## src/rtl/shift_pkg.sv

```systemverilog
// Shared op encoding and elaboration helpers for the pipelined shifter.
package shift_pkg;

  localparam logic [2:0] OP_SLL      = 3'd0;
  localparam logic [2:0] OP_SRL      = 3'd1;
  localparam logic [2:0] OP_SRA      = 3'd2;
  localparam logic [2:0] OP_ROL      = 3'd3;
  localparam logic [2:0] OP_ROR      = 3'd4;
  localparam logic [2:0] OP_PASS_MIN = 3'd5;

  // Ceiling log2 for elaboration-time sizing.
  function automatic int unsigned clog2(input int unsigned v);
    int unsigned r;
    r = 0;
    for (int unsigned i = 0; i < 32; i++) begin
      if ((64'd1 << i) < 64'(v)) r = i + 1;
    end
    return r;
  endfunction

  // Number of register stages needed to cover all shifter levels.
  function automatic int unsigned nreg_calc(input int unsigned saw, input int unsigned lps);
    return (saw + lps - 1) / lps;
  endfunction

endpackage

```

## src/rtl/shift_level.sv

```systemverilog
// One level of the logarithmic shifter: shift or rotate by 2^K when enabled.
module shift_level
  import shift_pkg::*;
#(
  parameter int unsigned WIDTH = 32,
  parameter int unsigned K     = 0
) (
  input  logic [WIDTH-1:0] src,
  input  logic             en,
  input  logic [2:0]       op,
  input  logic             sign,
  output logic [WIDTH-1:0] result_c
);

  localparam int unsigned SH  = 1 << K;
  localparam int unsigned RSH = WIDTH - SH;

  // Select the shifted or rotated form; pass-through ops and disabled levels forward src.
  always_comb begin
    result_c = src;
    if (en && (op < OP_PASS_MIN)) begin
      case (op)
        OP_SLL:  result_c = src << SH;
        OP_SRL:  result_c = src >> SH;
        OP_SRA:  result_c = (src >> SH) | ({WIDTH{sign}} << RSH);
        OP_ROL:  result_c = (src << SH) | (src >> RSH);
        OP_ROR:  result_c = (src >> SH) | (src << RSH);
        default: result_c = src;
      endcase
    end
  end

endmodule

```

## src/rtl/shift_pipe.sv

```systemverilog
// Pipelined barrel shifter with valid/ready handshake, global stall and flush.
module shift_pipe
  import shift_pkg::*;
#(
  parameter int unsigned WIDTH            = 32,
  parameter int unsigned LEVELS_PER_STAGE = 2,
  parameter int unsigned TAG_W            = 4,
  localparam int unsigned SAW             = clog2(WIDTH),
  localparam int unsigned NREG            = nreg_calc(SAW, LEVELS_PER_STAGE)
) (
  input  logic             clk,
  input  logic             reset,
  input  logic             flush,
  input  logic             in_valid,
  output logic             in_ready,
  input  logic [WIDTH-1:0] in_data,
  input  logic [SAW-1:0]   in_amt,
  input  logic [2:0]       in_op,
  input  logic [TAG_W-1:0] in_tag,
  output logic             out_valid,
  input  logic             out_ready,
  output logic [WIDTH-1:0] out_data,
  output logic             out_carry,
  output logic             out_zero,
  output logic [TAG_W-1:0] out_tag
);

  logic             advance;
  logic             in_carry_c;
  logic             last_carry_c;
  logic [SAW-1:0]   sll_idx;
  logic [SAW-1:0]   srl_idx;

  // Stage inputs: stage 0 sees the ports, later stages see the previous register.
  logic [WIDTH-1:0] st_data  [NREG];
  logic [2:0]       st_op    [NREG];
  logic [SAW-1:0]   st_amt   [NREG];
  logic [TAG_W-1:0] st_tag   [NREG];
  logic [NREG-1:0]  st_sign;
  logic [NREG-1:0]  st_carry;
  logic [NREG-1:0]  st_valid;
  logic [WIDTH-1:0] res      [NREG];

  logic [WIDTH-1:0] data_q   [NREG];
  logic [2:0]       op_q     [NREG];
  logic [SAW-1:0]   amt_q    [NREG];
  logic [TAG_W-1:0] tag_q    [NREG];
  logic [NREG-1:0]  sign_q;
  logic [NREG-1:0]  carry_q;
  logic [NREG-1:0]  valid_q;
  logic             zero_q;

  assign advance  = !valid_q[NREG-1] || out_ready;
  assign in_ready = advance && !flush;

  // Carry for the linear shifts depends only on the original operand.
  always_comb begin
    in_carry_c = 1'b0;
    sll_idx    = -in_amt;
    srl_idx    = in_amt - SAW'(1);
    if (in_amt != '0) begin
      case (in_op)
        OP_SLL:         in_carry_c = in_data[sll_idx];
        OP_SRL, OP_SRA: in_carry_c = in_data[srl_idx];
        default:        in_carry_c = 1'b0;
      endcase
    end
  end

  // Route ports or previous stage registers into each stage.
  always_comb begin
    st_data[0]  = in_data;
    st_op[0]    = in_op;
    st_amt[0]   = in_amt;
    st_tag[0]   = in_tag;
    st_sign[0]  = in_data[WIDTH-1];
    st_carry[0] = in_carry_c;
    st_valid[0] = in_valid && in_ready;
    for (int unsigned s = 1; s < NREG; s++) begin
      st_data[s]  = data_q[s-1];
      st_op[s]    = op_q[s-1];
      st_amt[s]   = amt_q[s-1];
      st_tag[s]   = tag_q[s-1];
      st_sign[s]  = sign_q[s-1];
      st_carry[s] = carry_q[s-1];
      st_valid[s] = valid_q[s-1];
    end
  end

  // Level chain; each stage's last level output is that stage's result.
  for (genvar k = 0; k < SAW; k++) begin : g_lvl
    localparam int unsigned S = k / LEVELS_PER_STAGE;
    logic [WIDTH-1:0] src;
    logic [WIDTH-1:0] dst;

    if ((k % LEVELS_PER_STAGE) == 0) begin : g_head
      assign src = st_data[S];
    end else begin : g_link
      assign src = g_lvl[k-1].dst;
    end

    shift_level #(
      .WIDTH (WIDTH),
      .K     (k)
    ) u_level (
      .src      (src),
      .en       (st_amt[S][k]),
      .op       (st_op[S]),
      .sign     (st_sign[S]),
      .result_c (dst)
    );

    if (((k % LEVELS_PER_STAGE) == (LEVELS_PER_STAGE - 1)) || (k == SAW - 1)) begin : g_tail
      assign res[S] = dst;
    end
  end

  // Rotations report the bit that wrapped, visible only once the result is complete.
  always_comb begin
    last_carry_c = st_carry[NREG-1];
    if (st_amt[NREG-1] != '0) begin
      if (st_op[NREG-1] == OP_ROL) begin
        last_carry_c = res[NREG-1][0];
      end else if (st_op[NREG-1] == OP_ROR) begin
        last_carry_c = res[NREG-1][WIDTH-1];
      end
    end
  end

  // Stage registers: all advance together, hold on stall, valids cleared on flush.
  always_ff @(posedge clk) begin
    if (reset) begin
      for (int unsigned s = 0; s < NREG; s++) begin
        data_q[s]  <= '0;
        op_q[s]    <= '0;
        amt_q[s]   <= '0;
        tag_q[s]   <= '0;
        sign_q[s]  <= 1'b0;
        carry_q[s] <= 1'b0;
        valid_q[s] <= 1'b0;
      end
      zero_q <= 1'b0;
    end else if (flush) begin
      valid_q <= '0;
      zero_q  <= 1'b0;
    end else if (advance) begin
      for (int unsigned s = 0; s < NREG; s++) begin
        data_q[s]  <= res[s];
        op_q[s]    <= st_op[s];
        amt_q[s]   <= st_amt[s];
        tag_q[s]   <= st_tag[s];
        sign_q[s]  <= st_sign[s];
        carry_q[s] <= (s == NREG - 1) ? last_carry_c : st_carry[s];
        valid_q[s] <= st_valid[s];
      end
      zero_q <= st_valid[NREG-1] && (res[NREG-1] == '0);
    end
  end

  assign out_valid = valid_q[NREG-1];
  assign out_data  = data_q[NREG-1];
  assign out_carry = carry_q[NREG-1];
  assign out_tag   = tag_q[NREG-1];
  assign out_zero  = zero_q;

endmodule

```

## config.mk

```make
export PLATFORM = sky130hd
export DESIGN_NAME = shift_pipe
export DESIGN_NICKNAME = d
export VERILOG_FILES = /design/src/rtl/shift_pkg.sv /design/src/rtl/shift_level.sv /design/src/rtl/shift_pipe.sv
export SDC_FILE = /design/constraint.sdc
export NUM_CORES = 1
export LEC_CHECK = 0
export CAP_MARGIN = 20
export CORE_UTILIZATION = 60
export DETAILED_ROUTE_END_ITERATION = 8
export GPL_ROUTABILITY_DRIVEN = 0
export HOLD_SLACK_MARGIN = 0.1
export PLACE_DENSITY = 0.94
export SYNTH_ARGS = -nofsm -noshare
export SYNTH_HDL_FRONTEND = slang
export SYNTH_SLANG_ARGS = --single-unit
export TNS_END_PERCENT = 100
```

## constraint.sdc

```tcl
create_clock -name clk -period 11.9 [get_ports clk]
set_input_delay 1.785 -clock clk [delete_from_list [all_inputs] [get_ports clk]]
set_output_delay 1.785 -clock clk [all_outputs]
set_load 0.005 [all_outputs]
```

==> impl_metrics.prom <==
# TYPE chip_impl_metric gauge
chip_impl_info{name="outcome",value="finished, final reports clean"} 1
chip_impl_metric{name="number_of_diodes",unit=""} 0
chip_impl_metric{name="die-area",unit="sq um"} 15500
chip_impl_metric{name="post_drt_wl_per_cell",unit="um"} 20.6
chip_impl_info{name="worstHoldEndpoint",value="carry_q[2]"} 1
chip_impl_metric{name="synth_seq_cells",unit=""} 133
chip_impl_info{name="top_usage_layer",value="met2"} 1
chip_impl_metric{name="grt_use_met1",unit="%"} 39.1
chip_impl_metric{name="max-slew-margin-rel",unit="%"} 38.8
chip_impl_metric{name="hold_viol",unit=""} 0
chip_impl_metric{name="pin_count_of_the_biggest_net_entering_global_routing",unit=""} 97
chip_impl_metric{name="fin_crit_sh",unit="%"} 42.2
chip_impl_metric{name="worst_setup_hold_path_clk_slew",unit="ns"} 0.06
chip_impl_info{name="hold_crit_class",value="reg -> reg"} 1
chip_impl_metric{name="final-setup-viol-count",unit=""} 0
chip_impl_metric{name="finish.net_count",unit=""} 1018
chip_impl_metric{name="setup_total_negative_slack",unit="ns"} 0
chip_impl_info{name="slowest_stage",value="clkdlybuf4s50_1"} 1
chip_impl_metric{name="tritoncts.num_buffers",unit=""} 17
chip_impl_metric{name="register_to_register_setup_slack",unit="ns"} 8.80
chip_impl_metric{name="placed_cells",unit=""} 1131
chip_impl_metric{name="dr_total_vias",unit=""} 8472
chip_impl_metric{name="globalRoute.totalOverflow",unit=""} 0
chip_impl_metric{name="detailed_place.area",unit="sq um"} 9660
chip_impl_metric{name="power_density",unit="nW/um^2"} 135
chip_impl_metric{name="die_height",unit="um"} 125
chip_impl_info{name="r2r-start",value="op_q[0][2]"} 1
chip_impl_metric{name="r2r.worst_path.cells",unit=""} 6
chip_impl_metric{name="postCtsSetupBuffers",unit=""} 0
chip_impl_metric{name="syn2layout_area_growth",unit="%"} 13.5
chip_impl_metric{name="ir_drop",unit="V"} 0.000118
chip_impl_metric{name="clockBufferDepth",unit=""} 2
chip_impl_metric{name="number_of_global_route_vias_before_repair",unit=""} 7563
chip_impl_metric{name="critical-path-max-stage-delay",unit="ns"} 0.47
chip_impl_metric{name="design_area",unit="sq um"} 10300
chip_impl_metric{name="io_pins",unit=""} 89
chip_impl_metric{name="layout.cells.non_filler",unit=""} 1164
chip_impl_info{name="yosys_most_used_dff",value="edfxtp_1"} 1
chip_impl_metric{name="dp.final_hpwl",unit="um"} 15400
chip_impl_metric{name="final_layout_size_suffix_gt1_share",unit="%"} 8.78
chip_impl_info{name="cts.root.buffer_cell",value="clkbuf_16"} 1
chip_impl_info{name="clock_tree_from_tritoncts",value="built"} 1
chip_impl_metric{name="postSynthAreaPerCell",unit="sq um"} 9.31
chip_impl_metric{name="worst_path_required",unit="ns"} 10.12
chip_impl_metric{name="initial_utilization",unit="%"} 61.9
chip_impl_metric{name="achievable-frequency",unit="MHz"} 199
chip_impl_metric{name="floorplan.die.width",unit="um"} 125
chip_impl_info{name="grt_setup_unrepaired",value="no"} 1
chip_impl_metric{name="critical_path_buf_inv_count",unit=""} 2
chip_impl_metric{name="layout_min_cycle_time",unit="ns"} 5.02
chip_impl_info{name="cpLargestDelayFamily",value="buffers and inverters"} 1
chip_impl_metric{name="drt.antenna.violating_nets",unit=""} 0
chip_impl_metric{name="clock_sink_count",unit=""} 133
chip_impl_metric{name="path_max_fanout",unit=""} 7
chip_impl_info{name="post-synth-top-count-cell",value="nor2_1"} 1
chip_impl_metric{name="p_leak",unit="uW"} 0.00360
chip_impl_info{name="critPathCaptureType",value="primary output"} 1
chip_impl_metric{name="worstSkewPairLatency",unit="ns"} 0.43
chip_impl_metric{name="antenna_found_initial",unit=""} 0
chip_impl_metric{name="global_route.usage.met2",unit="%"} 49.7
chip_impl_metric{name="timing.clock.skew",unit="ns"} 0.00509
chip_impl_metric{name="post_synth_num_cell_types",unit=""} 67
chip_impl_metric{name="number_of_enable_type_register_cells_in_the_synthesized_netlist",unit=""} 124
chip_impl_info{name="timing.critical_path.cells",value="clkdlybuf4s50_1, nor2b_1, nor2_1, clkdlybuf4s50_1"} 1
chip_impl_metric{name="detailedRoute.firstIterationViolations",unit=""} 1301
chip_impl_metric{name="cp_num_cells",unit=""} 4
chip_impl_metric{name="gate_count_after_technology_mapping",unit=""} 970
chip_impl_metric{name="cts-resized-gates",unit=""} 0
chip_impl_info{name="regToRegEndpoint",value="data_q[0][61]"} 1
chip_impl_metric{name="drt-vias-per-instance",unit=""} 7.28
chip_impl_metric{name="track_usage",unit="%"} 30.8
chip_impl_info{name="synth.cells.most_frequent",value="nor2_1, edfxtp_1, a21oi_1"} 1
chip_impl_info{name="min_from",value="carry_q[2]"} 1
chip_impl_metric{name="port_buffers",unit=""} 88
chip_impl_metric{name="fraction_of_synthesis_flops_using_an_asynchronous_set_or_reset_pin",unit="%"} 0
chip_impl_metric{name="drcViolationCount",unit=""} 0
chip_impl_metric{name="hold_path_depth",unit=""} 2
chip_impl_metric{name="final-max-slew-violation-count",unit=""} 0
chip_impl_info{name="synth_area_leader_cell",value="edfxtp_1"} 1
chip_impl_metric{name="synth_area",unit="sq um"} 9030
chip_impl_metric{name="cts-htree-levels",unit=""} 4
chip_impl_metric{name="route.final.wire_length",unit="um"} 24000
chip_impl_metric{name="floorplan.rows",unit=""} 44
chip_impl_metric{name="fp.coreArea",unit="sq um"} 14600
chip_impl_metric{name="met3_track_usage_gr",unit="%"} 6.23
chip_impl_metric{name="cp_data_arrival_time",unit="ns"} 3.23
chip_impl_info{name="critical_path.most_common_cell",value="clkdlybuf4s50_1"} 1
chip_impl_metric{name="post_cts_hold_buffer_count",unit=""} 0
chip_impl_info{name="critical_path_class",value="in -> out"} 1
chip_impl_metric{name="drt-pass1-iter-count",unit=""} 8
chip_impl_metric{name="worstMarginPinSlew",unit="ns"} 0.918
chip_impl_info{name="synth_top_cells_by_area",value="edfxtp_1, a221oi_1, nor2_1, mux4_2, a21oi_1"} 1
chip_impl_metric{name="post-synth-top-area-fraction",unit="%"} 41.2
chip_impl_info{name="startpoint_class",value="primary input"} 1
chip_impl_metric{name="grt_first_pass_wirelength",unit="um"} 38600
chip_impl_metric{name="synth_warnings",unit=""} 0
chip_impl_metric{name="seq_area_frac_synth",unit="%"} 43.2
chip_impl_metric{name="post_synth_net_total",unit=""} 1021
chip_impl_metric{name="maxCapViolations",unit=""} 0
## stage by stage
step           util, %  total power [uW]  setup WS [ns]  hold WS [ns]
3_5_place_dp      66.2               869           6.89         0.463
5_1_grt           70.3              1420           6.79         0.496
6_report          70.3              1380           6.88         0.483
2_1_floorplan        -               786           6.76         0.443
3_3_place_gp      66.0               857           6.93         0.439
4_1_cts           70.1              1370           6.88         0.480
## area by class of cell
cell class	instances	area, sq um
Sequential cell	133	3900
Inverter	11	43.8
Clock inverter	14	138
Fill cell	979	4340
Multi-Input combinational cell	702	4480
Tap cell	184	230
Timing Repair Buffer	102	1030
Clock buffer	18	429
## cell families (layout without fill, tap and decap cells)
| logic type | Yosys count | after routing | synth area share, % |
|---|---|---|---|
| mux | 37 | 37 | 6.96 |
| simple gates | 296 | 296 | 15.0 |
| flops | 133 | 133 | 43.2 |
| compound gates | 361 | 361 | 26.6 |
| fa+ha+maj | 2 | 2 | 0.277 |
| buf+inv | 135 | 145 | 7.30 |
| xor+xnor | 6 | 6 | 0.665 |
## registers in the layout, summed over array words and instances (netlist names)
register  count
valid_q       3
data_q       96
out_zero      1
tag_q        12
carry_q       3
sign_q        2
amt_q        10
op_q          6
## tightest hold or removal path, delay by kind of cell, from the launching register on
family             cells  cell delay (ns)
AOI/OAI and AO/OA      1             0.06
DFF                    1             0.32
and+or+nand+nor        1             0.06
## metal layers
layer	up-vias	part of all wire, %
li1	3709	-
met1	3827	37
met2	778	48
met3	158	10
met4	0	5.1
met5	-	0
## power breakdown
group	switching, uW	leakage (uW)	total, uW	internal [uW]
combinational	171	0.00189	289	118
sequential	36.1	0.00144	588	552
clock	197	0.000273	502	305
total	405	0.00360	1380	975
## cells in the final DEF, fill, tap and decap left out, drive strengths merged, types with 3 or more instances in the layout
cell	n
a221o	3
or2	3
nand3	16
nand2	32
o221ai	4
or3	7
a22o	6
a21oi	90
mux2	6
nor2b	5
mux4	20
a2bb2oi	3
a211oi	4
dfxtp	9
o211ai	4
a311oi	3
clkbuf	18
o22ai	9
a21boi	4
and2	29
o21ai	93
a31oi	4
clkdlybuf4s50	88
mux2i	11
inv	11
a221oi	78
a22oi	36
buf	14
nor2	166
nor4	3
or4	4
xnor2	4
nor3	16
o31a	3
clkinv	9
nand4	3
clkinvlp	3
o21a	7
edfxtp	124
## worst max-delay path by stage
stage | startpoint | endpoint | slack [ns]
floorplan | out_ready | amt_q[0][0] | 6.76
global placement | out_ready | in_ready | 6.93
detailed placement | out_ready | in_ready | 6.89
CTS | out_ready | in_ready | 6.88
global route | out_ready | in_ready | 6.79
finish | out_ready | in_ready | 6.88
Note: power is estimated with default switching activity, not from simulation.
